==> config.mk <==
export PLATFORM = sky130hd
export DESIGN_NAME = mems_spi_arbiter
export DESIGN_NICKNAME = d
export VERILOG_FILES = /design/src/rtl/mems_spi_arbiter.sv
export SDC_FILE = /design/constraint.sdc
export NUM_CORES = 1
export LEC_CHECK = 0
export ABC_CLOCK_PERIOD_IN_PS = 2160
export CAP_MARGIN = 30
export CORE_UTILIZATION = 30
export CTS_BUF_LIST = sky130_fd_sc_hd__clkbuf_8 sky130_fd_sc_hd__clkbuf_16
export CTS_CLUSTER_SIZE = 14
export DETAILED_ROUTE_END_ITERATION = 8
export SETUP_SLACK_MARGIN = 0.4
export SLEW_MARGIN = 10
export SYNTH_ARGS = -nofsm -noshare
export SYNTH_HDL_FRONTEND = slang
export SYNTH_SLANG_ARGS = --single-unit
==> constraint.sdc <==
create_clock -name clk -period 2.16 [get_ports clk]
set_input_delay 0.324 -clock clk [delete_from_list [all_inputs] [get_ports clk]]
set_output_delay 0.324 -clock clk [all_outputs]
set_load 0.02 [all_outputs]
==> src/rtl/mems_spi_arbiter.sv <==
// Round-robin arbiter sharing one SPI master between the scan sequencer and host path; MEMS_ARB_TIMEOUT_EN adds a transfer watchdog.
// Latency: grant and addr register one edge after an IDLE decision; start is high for the ISSUE cycle; done registers one edge after busy falls.
// Backpressure: requests are levels held until done; no new grant while pause is high or while a done pulse is being shown.
module mems_spi_arbiter #(
    parameter int ADDR_W         = 18,
    parameter int TIMEOUT_CYCLES = 4096
) (
    input  logic              clk,
    input  logic              rst,
    input  logic              scan_req,
    input  logic [ADDR_W-1:0] scan_addr,
    input  logic              host_req,
    input  logic [ADDR_W-1:0] host_addr,
    input  logic              pause,
    input  logic              mems_SPI_busy,
    output logic              mems_SPI_start,
    output logic [ADDR_W-1:0] addr,
    output logic              scan_grant,
    output logic              host_grant,
    output logic              scan_done,
    output logic              host_done,
    output logic              timeout_err
);

    typedef enum logic [1:0] {IDLE, ISSUE, WAIT_BUSY, WAIT_DONE} state_t;

    state_t            state_q, state_d;
    logic [ADDR_W-1:0] addr_q, addr_d;
    logic              scan_grant_q, scan_grant_d;
    logic              host_grant_q, host_grant_d;
    logic              scan_done_q, scan_done_d;
    logic              host_done_q, host_done_d;
    logic              last_host_q, last_host_d;
    logic              pick_host;
    logic              finish;
    logic              expire;

`ifdef MEMS_ARB_TIMEOUT_EN
    localparam int CNT_W = $clog2(TIMEOUT_CYCLES + 1);

    logic [CNT_W-1:0] cnt_q, cnt_d;
    logic             err_q, err_d;

    // Counter sits at zero outside a transfer, so it is clear on entering ISSUE.
    always_comb begin
        cnt_d  = '0;
        expire = 1'b0;
        if (state_q == WAIT_BUSY || state_q == WAIT_DONE) begin
            cnt_d  = cnt_q + 1'b1;
            expire = (cnt_d == CNT_W'(TIMEOUT_CYCLES));
        end
        err_d = err_q | expire;
    end

    always_ff @(posedge clk) begin
        if (rst) begin
            cnt_q <= '0;
            err_q <= 1'b0;
        end else begin
            cnt_q <= cnt_d;
            err_q <= err_d;
        end
    end

    assign timeout_err = err_q;
`else
    assign expire      = 1'b0;
    assign timeout_err = 1'b0;
`endif

    always_comb begin
        state_d      = state_q;
        addr_d       = addr_q;
        scan_grant_d = scan_grant_q;
        host_grant_d = host_grant_q;
        scan_done_d  = 1'b0;
        host_done_d  = 1'b0;
        last_host_d  = last_host_q;
        finish       = 1'b0;
        // Tie goes to whoever was not served last.
        pick_host    = host_req && (!scan_req || !last_host_q);

        case (state_q)
            IDLE: begin
                // Skip the done cycle: the finishing requester still holds req.
                if (!pause && !scan_done_q && !host_done_q && (scan_req || host_req)) begin
                    addr_d       = pick_host ? host_addr : scan_addr;
                    scan_grant_d = !pick_host;
                    host_grant_d = pick_host;
                    state_d      = ISSUE;
                end
            end
            ISSUE:     state_d = WAIT_BUSY;
            WAIT_BUSY: if (mems_SPI_busy) state_d = WAIT_DONE;
            WAIT_DONE: if (!mems_SPI_busy) finish = 1'b1;
            default:   state_d = IDLE;
        endcase

        if (expire) finish = 1'b1;

        if (finish) begin
            state_d      = IDLE;
            scan_done_d  = scan_grant_q;
            host_done_d  = host_grant_q;
            scan_grant_d = 1'b0;
            host_grant_d = 1'b0;
            last_host_d  = host_grant_q;
        end
    end

    always_ff @(posedge clk) begin
        if (rst) begin
            state_q      <= IDLE;
            addr_q       <= '0;
            scan_grant_q <= 1'b0;
            host_grant_q <= 1'b0;
            scan_done_q  <= 1'b0;
            host_done_q  <= 1'b0;
            last_host_q  <= 1'b1;
        end else begin
            state_q      <= state_d;
            addr_q       <= addr_d;
            scan_grant_q <= scan_grant_d;
            host_grant_q <= host_grant_d;
            scan_done_q  <= scan_done_d;
            host_done_q  <= host_done_d;
            last_host_q  <= last_host_d;
        end
    end

    assign mems_SPI_start = (state_q == ISSUE);
    assign addr           = addr_q;
    assign scan_grant     = scan_grant_q;
    assign host_grant     = host_grant_q;
    assign scan_done      = scan_done_q;
    assign host_done      = host_done_q;

endmodule
==> impl_metrics.env <==
export IMPL_nNetsFinal=272
export IMPL_grt_pass1_wl_um=6150
export IMPL_crit_buf_inv=3
export IMPL_yosys_warnings=0
export IMPL_crit_reg2reg_launch="state_q[1]"
export IMPL_worstSetupStartpointType="register"
export IMPL_skew_ns=0.00170
export IMPL_dp_cells=252
export IMPL_wl_per_cell_um=15.0
export IMPL_fin_util_pct=58.1
export IMPL_grt_pass1_vias=1309
export IMPL_grt_max_degree=21
export IMPL_switching_share_pct=36.1
export IMPL_synth_top_area_share_pct=38.5
export IMPL_hold_path_class="register to register"
export IMPL_cts_sinks=25
export IMPL_required_ns=2.35
export IMPL_endpoint_kind="register"
export IMPL_p_leak_uw=0.000909
export IMPL_worstPathArrival_ns=2.02
export IMPL_syn_nets=189
export IMPL_fp_dieW_um=67.8
export IMPL_synth_top_cells_by_area="dfxtp_1, a311oi_2, nand2_1"
export IMPL_slowest_delay_ns=0.48
export IMPL_wirelength_um=4100
export IMPL_max_freq_mhz=548
export IMPL_clk_pin_slew_ns=0.09
export IMPL_via_count=1309
export IMPL_rsz0062_at_grt="yes"
export IMPL_dpl_hpwl_um=2640
export IMPL_clk_latency_ns=0.28
export IMPL_tns_ns=0
export IMPL_worstHoldEndpoint="last_host_q"
export IMPL_final_min_clock_period_ns=1.83
export IMPL_cts_max_path_buffers=2
export IMPL_syn_cell_area_sq_um=1300
export IMPL_core_region_area_sq_um=4090
export IMPL_syn_inst=142
export IMPL_finalCritPeriodShare_pct=84.5
export IMPL_start_util_pct=31.8
export IMPL_ir_drop_v=0.000365
export IMPL_io_buffers=64
export IMPL_cts_root_buf="clkbuf_8"
export IMPL_post_synth_num_cell_types=23
export IMPL_synth_area_per_cell_sq_um=9.15
export IMPL_path_max_fanout=5
export IMPL_vias_per_cell=4.78
export IMPL_power_share_clock_pct=12.8
export IMPL_drt_iter0_markers=41
export IMPL_setup_viol=0
export IMPL_die_y_um=67.8
export IMPL_syn2layout_area_growth_pct=82.5
export IMPL_drtPass1Iterations=4
export IMPL_p_int_uw=1470
export IMPL_drc=0
export IMPL_max_cap_viol_count=0
export IMPL_grt_use_total_pct=17.9
export IMPL_seq_area_frac_synth_pct=38.5
export IMPL_htree_num_levels=1
export IMPL_num_rows=23
export IMPL_ios=66
export IMPL_ys_ff_latch=25
export IMPL_cts_buffers=3
export IMPL_crit_family="simple AND/OR/NAND/NOR gates"
export IMPL_cts_hold_buffers=0
export IMPL_critPathKind="register to register"
export IMPL_finalHoldViolCount=0
export IMPL_insertedDiodeCount=0
export IMPL_drive_gt1_share_pct=29.0
export IMPL_rr_worst_depth=8
export IMPL_cts_tree="built"
export IMPL_drv_slew=0
export IMPL_power_switching_uw=829
export IMPL_r2r_end="addr[12]"
export IMPL_hold_ws_ns=0.498
export IMPL_status="completed"
export IMPL_p_seq_share_pct=28.8
export IMPL_crit_slowest_cell="or4b_4"
export IMPL_routabilityCongestion=0.844
export IMPL_globalRouteOverflowTotal=0
export IMPL_hold_depth=2
export IMPL_antenna_found_initial=0
export IMPL_final_antenna_net_count=0
export IMPL_stdcell_count=274
export IMPL_dieArea_sq_um=4600
export IMPL_r2r_setup_slack_ns=0.33
export IMPL_synth_top_cell_by_area="dfxtp_1"
export IMPL_min_from="last_host_q"
export IMPL_power_density_nw_per_um2=967
export IMPL_crit_chain="inv_4 -> ha_4 -> or4b_4 -> nor2_4 -> buf_6 -> clkbuf_16 -> nor2_1 -> a311oi_2"
export IMPL_pwr_share_comb_pct=58.4
-- through the flow --
step	area (sq um)	power [uW]	worst slack, ns
finish	2370	2290	0.334
global route	2370	2420	0.267
CTS	2290	2190	0.335
detailed placement	2010	1580	0.115
global placement	2010	1550	0.174
floorplan	1300	1210	0.461
-- power by group through the flow --
stage	sequential (uW)	clock (uW)	combinational [uW]
after floorplan	750	0	464
after global placement	649	0	902
after detailed placement	650	0	925
after CTS	656	301	1230
after global routing	671	321	1430
final	660	294	1340
-- logic make-up after synthesis --
kind of cell,share of synthesized area (%)
flops,38.5
other cells,0.288
buf+inv,5.77
fa+ha+maj,4.81
simple gates,24.5
mux,2.31
compound gates,23.8
-- worst max-delay path by stage --
stage	from	endpoint	cells past startpoint
6_report	state_q[1]	addr[12]	8
5_1_grt	state_q[1]	host_grant	8
4_1_cts	state_q[1]	addr[11]	8
3_5_place_dp	pause	addr[1]	6
3_3_place_gp	pause	addr[3]	6
2_1_floorplan	state_q[1]	addr[0]	7
-- placed cells by master (no fill, tap or decap), drive strengths merged --
cell | netlist | routed
a2bb2oi | 1 | 1
or4b | 1 | 1
clkbuf | 4 | 5
mux2i | 3 | 3
or2 | 1 | 1
and2 | 1 | 1
nand2 | 40 | 40
nor3b | 2 | 2
nor2b | 1 | 1
nor2 | 22 | 22
a311oi | 18 | 18
o21a | 1 | 1
ha | 5 | 5
clkdlybuf4s50 | 0 | 63
clkinvlp | 0 | 1
dfxtp | 25 | 25
dlygate4sd2 | 0 | 1
a211oi | 1 | 1
buf | 6 | 22
a21oi | 2 | 2
nand2b | 5 | 5
inv | 2 | 2
conb | 1 | 1
-- final cells by class --
class / instances / area [sq um]
clock inverter: 1 / 7.51
inverter: 2 / 12.5
tap: 50 / 62.6
sequential: 25 / 508
multi-input combinational: 105 / 782
fill: 349 / 1710
clock buffer: 3 / 41.3
timing repair buffer: 88 / 958
-- repair_timing --
| action | CTS | global route |
|---|---|---|
| pin swaps | 12 | 12 |
| endpoints found under the setup margin | 23 | 22 |
| resized for setup | 27 | 5 |
| buffers inserted | 11 | 2 |
| gates cloned | 3 | 2 |
-- worst min-delay path, delay by kind of cell (launching register included) --
kind	cells	cell delay [ns]
flops	1	0.34
mux	1	0.07
simple gates	1	0.06
-- metal layers --
layer  vias up  share of wire, %  GRT usage [%]
met2        52                50           32.8
met3         5               6.6           3.33
met1       604                42           21.0
met5         -                 0              0
li1        648                 -              -
met4         0               1.1           4.69
-- sequential cells by signal, indices dropped and copies added (netlist names) --
register	flops
state_q	2
last_host_q	1
scan_grant	1
scan_done	1
host_done	1
addr	18
host_grant	1
-- Yosys cell counts (all sizes together) --
library cell  number
nand2             40
dfxtp             25
nor2              22
a311oi            18
buf                6
ha                 5
nand2b             5
clkbuf             4
mux2i              3
a21oi              2
inv                2
nor3b              2
a211oi             1
a2bb2oi            1
and2               1
conb               1
nor2b              1
o21a               1
or2                1
or4b               1
Note: power is estimated with default switching activity, not from simulation.
